[src/rtl/steered_beamformer_n.sv]
// -----------------------------------------------------------------------------
// steered_beamformer_n
//   Two-microphone delay-and-sum direction finder. Each accepted L/R pair is
//   pushed into circular history buffers. One shared square-accumulate unit then
//   visits every steering angle, one angle per cycle. After WINDOW_SIZE pairs the
//   per-angle energies are scanned, one per cycle. The strongest angle is then
//   published with a one-cycle result_valid pulse.
//
//   Angle k uses delay d_k = (k - (NUM_ANGLES-1)/2) * DELAY_STEP.
//   When d < 0 the left channel is delayed by |d|. When d > 0 the right channel
//   is delayed by d.
//
// Ports
//   s_clk, rst      clock, synchronous active-high reset
//   sample_valid    L/R pair offered this cycle
//   sample_ready    block can take a pair (IDLE only)
//   l_sample        signed left sample
//   r_sample        signed right sample
//   result_valid    one-cycle pulse; best_* and dir_* were just updated
//   best_angle      winning angle index
//   best_energy     energy of the winning angle
//   dir_left        winning delay is negative
//   dir_right       winning delay is positive
//   overrun         sticky; a pair was offered while not ready
//
// Configuration macro
//   BEAMFORM_SAT_EN  when defined, the accumulators saturate at 2^ACC_W-1.
//                    Otherwise they wrap modulo 2^ACC_W.
// -----------------------------------------------------------------------------
module steered_beamformer_n #(
    parameter int unsigned SAMPLE_W    = 16,
    parameter int unsigned NUM_ANGLES  = 9,
    parameter int unsigned DELAY_STEP  = 3,
    parameter int unsigned MAX_DELAY   = 12,
    parameter int unsigned WINDOW_SIZE = 256,
    parameter int unsigned ACC_W       = 2 * SAMPLE_W + 2 + $clog2(WINDOW_SIZE)
) (
    input  logic                          s_clk,
    input  logic                          rst,
    input  logic                          sample_valid,
    output logic                          sample_ready,
    input  logic signed [SAMPLE_W-1:0]    l_sample,
    input  logic signed [SAMPLE_W-1:0]    r_sample,
    output logic                          result_valid,
    output logic [$clog2(NUM_ANGLES)-1:0] best_angle,
    output logic [ACC_W-1:0]              best_energy,
    output logic                          dir_left,
    output logic                          dir_right,
    output logic                          overrun
);

    localparam int unsigned DEPTH  = MAX_DELAY + 1;
    localparam int unsigned PTR_W  = $clog2(DEPTH);
    localparam int unsigned IDX_W  = $clog2(NUM_ANGLES);
    localparam int unsigned CNT_W  = $clog2(WINDOW_SIZE + 1);
    localparam int unsigned SUM_W  = SAMPLE_W + 1;
    localparam int unsigned SQ_W   = 2 * SAMPLE_W + 2;
    localparam int unsigned CENTER = (NUM_ANGLES - 1) / 2;

    localparam logic [IDX_W-1:0] LAST_IDX   = IDX_W'(NUM_ANGLES - 1);
    localparam logic [IDX_W-1:0] CENTER_IDX = IDX_W'(CENTER);
    localparam logic [PTR_W-1:0] LAST_PTR   = PTR_W'(DEPTH - 1);

    typedef enum logic [1:0] {
        S_IDLE,
        S_ACCUM,
        S_SCAN,
        S_OUT
    } state_t;

    // Control state
    state_t           state_q, state_d;
    logic [IDX_W-1:0] idx_q, idx_d;        // angle being accumulated or scanned
    logic [CNT_W-1:0] cnt_q, cnt_d;        // pairs accumulated in this window
    logic [PTR_W-1:0] wr_ptr_q, wr_ptr_d;  // next history slot to write
    logic [IDX_W-1:0] run_idx_q, run_idx_d;
    logic [ACC_W-1:0] run_e_q, run_e_d;

    // Storage
    logic signed [SAMPLE_W-1:0] hist_l_q [DEPTH];
    logic signed [SAMPLE_W-1:0] hist_r_q [DEPTH];
    logic        [ACC_W-1:0]    acc_q    [NUM_ANGLES];

    // Output registers
    logic             sample_ready_q;
    logic             result_valid_q;
    logic [IDX_W-1:0] best_angle_q;
    logic [ACC_W-1:0] best_energy_q;
    logic             dir_left_q;
    logic             dir_right_q;
    logic             overrun_q;

    // Datapath / control strobes
    logic                       accept;
    logic                       hist_we;
    logic                       acc_we;
    logic                       acc_clr;
    logic                       out_load;
    int unsigned                l_dly;
    int unsigned                r_dly;
    logic signed [SAMPLE_W-1:0] l_tap;
    logic signed [SAMPLE_W-1:0] r_tap;
    logic signed [SUM_W-1:0]    pair_sum;
    logic signed [SQ_W-1:0]     sq_s;
    logic        [SQ_W-1:0]     sq_u;
    logic        [ACC_W-1:0]    acc_next;

    assign accept = sample_valid && sample_ready_q;

    // Slot holding the sample 'dly' pairs older than the newest one.
    // The newest pair sits one slot behind wr_ptr.
    function automatic logic [PTR_W-1:0] tap_index(input logic [PTR_W-1:0] wp,
                                                   input int unsigned      dly);
        int unsigned pos;
        pos = 32'(wp) + DEPTH - 1 - dly;
        if (pos >= DEPTH) begin
            pos = pos - DEPTH;
        end
        return PTR_W'(pos);
    endfunction

    // Per-angle channel delays; only one side is ever delayed
    always_comb begin
        l_dly = 0;
        r_dly = 0;
        if (idx_q < CENTER_IDX) begin
            l_dly = (CENTER - 32'(idx_q)) * DELAY_STEP;
        end else begin
            r_dly = (32'(idx_q) - CENTER) * DELAY_STEP;
        end
    end

    assign l_tap    = hist_l_q[tap_index(wr_ptr_q, l_dly)];
    assign r_tap    = hist_r_q[tap_index(wr_ptr_q, r_dly)];
    assign pair_sum = SUM_W'(l_tap) + SUM_W'(r_tap);
    assign sq_s     = SQ_W'(pair_sum) * SQ_W'(pair_sum);
    assign sq_u     = $unsigned(sq_s);

    // Shared square-accumulate for the angle selected by idx_q
`ifdef BEAMFORM_SAT_EN
    localparam int unsigned ADD_W = ((ACC_W > SQ_W) ? ACC_W : SQ_W) + 1;
    logic [ADD_W-1:0] add_full;

    assign add_full = ADD_W'(acc_q[idx_q]) + ADD_W'(sq_u);

    always_comb begin
        acc_next = add_full[ACC_W-1:0];
        if (|add_full[ADD_W-1:ACC_W]) begin
            acc_next = '1;
        end
    end
`else
    // Truncating the square before the add gives the same modulo-2^ACC_W result
    always_comb begin
        acc_next = acc_q[idx_q] + ACC_W'(sq_u);
    end
`endif

    // Next-state and control decode
    always_comb begin
        state_d   = state_q;
        idx_d     = idx_q;
        cnt_d     = cnt_q;
        wr_ptr_d  = wr_ptr_q;
        run_idx_d = run_idx_q;
        run_e_d   = run_e_q;
        hist_we   = 1'b0;
        acc_we    = 1'b0;
        acc_clr   = 1'b0;
        out_load  = 1'b0;

        case (state_q)
            S_IDLE: begin
                if (accept) begin
                    hist_we  = 1'b1;
                    wr_ptr_d = (wr_ptr_q == LAST_PTR) ? '0 : wr_ptr_q + PTR_W'(1);
                    idx_d    = '0;
                    state_d  = S_ACCUM;
                end
            end
            S_ACCUM: begin
                acc_we = 1'b1;
                if (idx_q == LAST_IDX) begin
                    idx_d   = '0;
                    cnt_d   = cnt_q + CNT_W'(1);
                    state_d = (32'(cnt_q) + 32'd1 == WINDOW_SIZE) ? S_SCAN : S_IDLE;
                end else begin
                    idx_d = idx_q + IDX_W'(1);
                end
            end
            S_SCAN: begin
                // Strict compare keeps the lowest index on ties
                if (idx_q == '0 || acc_q[idx_q] > run_e_q) begin
                    run_e_d   = acc_q[idx_q];
                    run_idx_d = idx_q;
                end
                if (idx_q == LAST_IDX) begin
                    idx_d    = '0;
                    out_load = 1'b1;
                    state_d  = S_OUT;
                end else begin
                    idx_d = idx_q + IDX_W'(1);
                end
            end
            S_OUT: begin
                acc_clr = 1'b1;
                cnt_d   = '0;
                state_d = S_IDLE;
            end
            default: begin
                state_d = S_IDLE;
            end
        endcase
    end

    // State register
    always_ff @(posedge s_clk) begin
        if (rst) begin
            state_q   <= S_IDLE;
            idx_q     <= '0;
            cnt_q     <= '0;
            wr_ptr_q  <= '0;
            run_idx_q <= '0;
            run_e_q   <= '0;
        end else begin
            state_q   <= state_d;
            idx_q     <= idx_d;
            cnt_q     <= cnt_d;
            wr_ptr_q  <= wr_ptr_d;
            run_idx_q <= run_idx_d;
            run_e_q   <= run_e_d;
        end
    end

    // History buffers and per-angle accumulators
    always_ff @(posedge s_clk) begin
        if (rst) begin
            for (int i = 0; i < int'(DEPTH); i++) begin
                hist_l_q[i] <= '0;
                hist_r_q[i] <= '0;
            end
            for (int k = 0; k < int'(NUM_ANGLES); k++) begin
                acc_q[k] <= '0;
            end
        end else begin
            if (hist_we) begin
                hist_l_q[wr_ptr_q] <= l_sample;
                hist_r_q[wr_ptr_q] <= r_sample;
            end
            if (acc_clr) begin
                for (int k = 0; k < int'(NUM_ANGLES); k++) begin
                    acc_q[k] <= '0;
                end
            end else if (acc_we) begin
                acc_q[idx_q] <= acc_next;
            end
        end
    end

    // Registered outputs; results load on the edge that enters OUT
    always_ff @(posedge s_clk) begin
        if (rst) begin
            sample_ready_q <= 1'b1;
            result_valid_q <= 1'b0;
            best_angle_q   <= '0;
            best_energy_q  <= '0;
            dir_left_q     <= 1'b0;
            dir_right_q    <= 1'b0;
            overrun_q      <= 1'b0;
        end else begin
            sample_ready_q <= (state_d == S_IDLE);
            result_valid_q <= out_load;
            if (sample_valid && !sample_ready_q) begin
                overrun_q <= 1'b1;
            end
            if (out_load) begin
                best_angle_q  <= run_idx_d;
                best_energy_q <= run_e_d;
                dir_left_q    <= (run_idx_d < CENTER_IDX);
                dir_right_q   <= (run_idx_d > CENTER_IDX);
            end
        end
    end

    assign sample_ready = sample_ready_q;
    assign result_valid = result_valid_q;
    assign best_angle   = best_angle_q;
    assign best_energy  = best_energy_q;
    assign dir_left     = dir_left_q;
    assign dir_right    = dir_right_q;
    assign overrun      = overrun_q;

endmodule
[config.mk]
export PLATFORM = sky130hd
export DESIGN_NAME = steered_beamformer_n
export DESIGN_NICKNAME = d
export VERILOG_FILES = /design/src/rtl/steered_beamformer_n.sv
export SDC_FILE = /design/constraint.sdc
export NUM_CORES = 2
export LEC_CHECK = 0
export CORE_UTILIZATION = 50
export DETAILED_ROUTE_END_ITERATION = 8
export PLACE_DENSITY = 0.66
export SLEW_MARGIN = 20
export SYNTH_ARGS = -nofsm -noshare
export SYNTH_HDL_FRONTEND = slang
export SYNTH_SLANG_ARGS = --single-unit
[constraint.sdc]
create_clock -name s_clk -period 19.4 [get_ports s_clk]
set_input_delay 2.91 -clock s_clk [delete_from_list [all_inputs] [get_ports s_clk]]
set_output_delay 2.91 -clock s_clk [all_outputs]
set_load 0.01 [all_outputs]
==> out/results.tsv <==
metric	value	unit
max_freq	54.9	MHz
grt_use_met1	0.356	
crit_required	19.89	ns
synthAdderAreaFrac	0.122	
cts_tree	yes	
place_hpwl	117000	um
grt-busiest-layer	met2	
place_inst	7177	
cts_sinks	1304	
max_stage_delay	0.73	ns
yosysSeqAreaShare	0.540	
drc	0	
worst_setup_path_end_kind	flip-flop	
finalClockSkew	0.0522	ns
cts.clk_slew.worst_paths	0.06	ns
dp_slack	0.693	ns
clock_latency	0.80	ns
hold-path-endpoint	overrun$_SDFFE_PP0P_	
cts_root_buf	clkbuf_16	
die_area	142000	um2
period_share	0.940	
grt.total_usage	0.271	
htreeDepth	4	
whs_path_depth	2	
port_buffers	85	
status	finished, final reports clean	
grt_start_max_net_pins	103	
routed_wl	189000	um
io_pins	86	
grt_pass1_wl	283000	um
synth-xor-area-share	0.0161	
vias_per_cell	5.88	
dr.pass1.iters	6	
fp.dieW	377	um
start_util	0.504	
syn_to_final_growth	11.2	%
hold_ws	0.472	ns
worst_slew_pin_slew	1.13	ns
core	140000	um2
antenna_found_initial	6	
hold_viol_final	0	
cap_violations	0	
worstPathMaxFanout	35	
vias	43700	
synth-compound-area-share	0.0576	
postCtsHoldBufs	0	
layout.nets	6003	
reg2reg_to	acc_q[12][38]$_DFFE_PP_	
drtIter0Drc	4301	
gr-total-overflow	0	
gr-usage-met2	0.435	
gp_congestion	0.917	
layout-drive-gt1-share	0.118	
die_h	377	um
crit_path_start_kind	flip-flop	
cts_buffer_depth	3	
ant_nets	0	
arrival	18.72	ns
rsz0062_at_grt	yes	
rows	137	
crit_type	reg2reg	
grt_pass1_vias	44900	
relSlewSlack	0.245	
crit_slowest_cell	xnor2_1	
wl_per_cell	25.4	um
synth_top_family_by_area	adder cells	
ys_seq_elements	1304	
synth_area	70300	um2
worstRegToRegCells	62	
layout_setup_ws	1.17	ns
yosys_warnings	0	
synthArstFlopShare	0	
ys_types	91	
synth_ff_type	edfxtp_1	
r2r_slack	1.17	ns
timing.rr.start	idx_q[0]$_SDFFE_PP0P_	
synth-edff-count	1184	
min_path_type	reg2reg	
muxShareOfSynthArea	0.114	
hold_start	overrun$_SDFFE_PP0P_	
stdcell_count	7436	
synth_nets	5957	
cts-buffers-inserted	140	
slew_viol_final	0	
gr-usage-met3	0.0635	
setup-violations-final	0	
syn_area_per_cell	13.0	um2
fin_crit	18.23	ns
synth-simple-area-share	0.108	
synthCells	5400	
registers in the layout, indices dropped and copies added, names as in the netlist, 2 cells and up, named ones only:
signal,cells
best_energy,42
run_idx_q,4
hist_l_q,256
wr_ptr_q,4
idx_q,4
cnt_q,9
run_e_q,42
state_q,2
acc_q,672
best_angle,4
hist_r_q,256
worst max-delay path: cells and delay by family, from the launching register on:
family                     cells  cell delay (ns)
DFF                            1             0.53
adders and majority gates     14             6.08
muxes                          1             0.20
and+or+nand+nor               17             3.96
buffers and inverters          6             1.14
AOI/OAI and AO/OA             21             4.68
xor gates and xnor gates       3             1.32
synthesized netlist by cell type, types with 7 or more instances:
master | number | share of area
a2111oi_0 | 15 | 0.0019
a211o_1 | 7 | 0.00087
a211oi_1 | 55 | 0.0059
a21o_1 | 64 | 0.0068
a21oi_1 | 132 | 0.0094
a221oi_1 | 16 | 0.0020
a22oi_1 | 9 | 0.00096
a31oi_1 | 34 | 0.0030
a32oi_1 | 8 | 0.0010
and2_1 | 437 | 0.039
and3_1 | 42 | 0.0037
buf_1 | 15 | 0.00080
buf_2 | 49 | 0.0035
clkbuf_1 | 232 | 0.012
dfxtp_1 | 120 | 0.034
edfxtp_1 | 1184 | 0.51
fa_1 | 275 | 0.078
ha_1 | 247 | 0.044
inv_1 | 434 | 0.023
mux2i_1 | 320 | 0.046
mux4_2 | 212 | 0.068
nand2_1 | 236 | 0.013
nand2b_1 | 13 | 0.0012
nand3_1 | 58 | 0.0041
nand3b_1 | 11 | 0.0012
nand4_1 | 23 | 0.0020
nor2_1 | 672 | 0.036
nor2b_1 | 15 | 0.0013
nor3_1 | 22 | 0.0016
nor4_1 | 7 | 0.00062
o211ai_1 | 17 | 0.0018
o21a_1 | 10 | 0.0011
o21ai_0 | 66 | 0.0047
o21bai_1 | 14 | 0.0015
o221ai_1 | 14 | 0.0017
o22a_1 | 12 | 0.0015
o22ai_1 | 43 | 0.0038
o31ai_1 | 8 | 0.00085
or2_2 | 20 | 0.0018
or3_1 | 7 | 0.00062
xnor2_1 | 73 | 0.0091
xor2_1 | 34 | 0.0042
layout by cell type, fill, tap and decap left out, types with 15 or more instances in the layout:
cell type	instances
a2111oi_0	15
a211oi_1	55
a21o_1	64
a21oi_1	130
a221oi_1	16
a31oi_1	32
and2_1	436
and3_1	38
buf_4	118
clkbuf_1	30
clkbuf_16	141
clkdlybuf4s50_1	84
clkinv_1	21
clkinv_2	23
dfxtp_1	116
edfxtp_1	1184
fa_1	273
ha_1	246
inv_1	432
mux2i_1	320
mux4_2	212
nand2_1	224
nand3_1	52
nand4_1	23
nor2_1	665
nor2b_1	15
nor3_1	22
o211ai_1	17
o21ai_0	64
o22ai_1	43
or2_2	18
xnor2_1	70
xor2_1	29
cell families after synthesis:
kind of cell,count (synthesis)
simple gates,1586
mux,538
flops,1304
fa+ha+maj,522
buf+inv,744
xor+xnor,117
compound gates,589
layer usage:
layer,wire length [um],share of wire,vias up
met2,89000,0.47,1924
li1,-,-,19400
met5,39,0.00021,-
met1,74800,0.40,22000
met4,7920,0.042,8
met3,17000,0.090,430
area by class of cell:
cell class	instances	area, um2
antenna	1	2.50
fill	11400	61400
clock buffer	181	3780
clock inverter	74	898
timing repair buffer	204	1770
inverter	444	1670
sequential	1304	38000
tap	1876	2350
multi-input combinational	3352	29700
what timing repair did:
action                                  in CTS  in global routing
setup buffers                                0                  3
endpoints found under the setup margin       0                152
hold endpoints to repair                     0                  0
gates resized for setup                      0                 17
stage by stage:
| stage | instance area [um2] | setup TNS, ns | utilization |
|---|---|---|---|
| 2_1_floorplan | 70300 | 0 | - |
| 4_1_cts | 78000 | 0 | 0.559 |
| 3_3_place_gp | 73300 | 0 | 0.526 |
| 5_1_grt | 78200 | -1.14 | 0.560 |
| 3_5_place_dp | 73300 | 0 | 0.526 |
| 6_report | 78200 | 0 | 0.560 |
how the worst max path moves through the flow:
stage	startpoint	cells after the start	to
global placement	idx_q[0]$_SDFFE_PP0P_	62	acc_q[12][38]$_DFFE_PP_
floorplan	idx_q[0]$_SDFFE_PP0P_	70	acc_q[10][38]$_DFFE_PP_
finish	idx_q[0]$_SDFFE_PP0P_	62	acc_q[12][38]$_DFFE_PP_
global route	idx_q[0]$_SDFFE_PP0P_	72	acc_q[13][38]$_DFFE_PP_
detailed placement	idx_q[0]$_SDFFE_PP0P_	66	acc_q[12][38]$_DFFE_PP_
CTS	idx_q[0]$_SDFFE_PP0P_	62	acc_q[12][38]$_DFFE_PP_
Power is not shown: default switching activity piles up to over one toggle a cycle in this logic, so the estimate is an artifact.
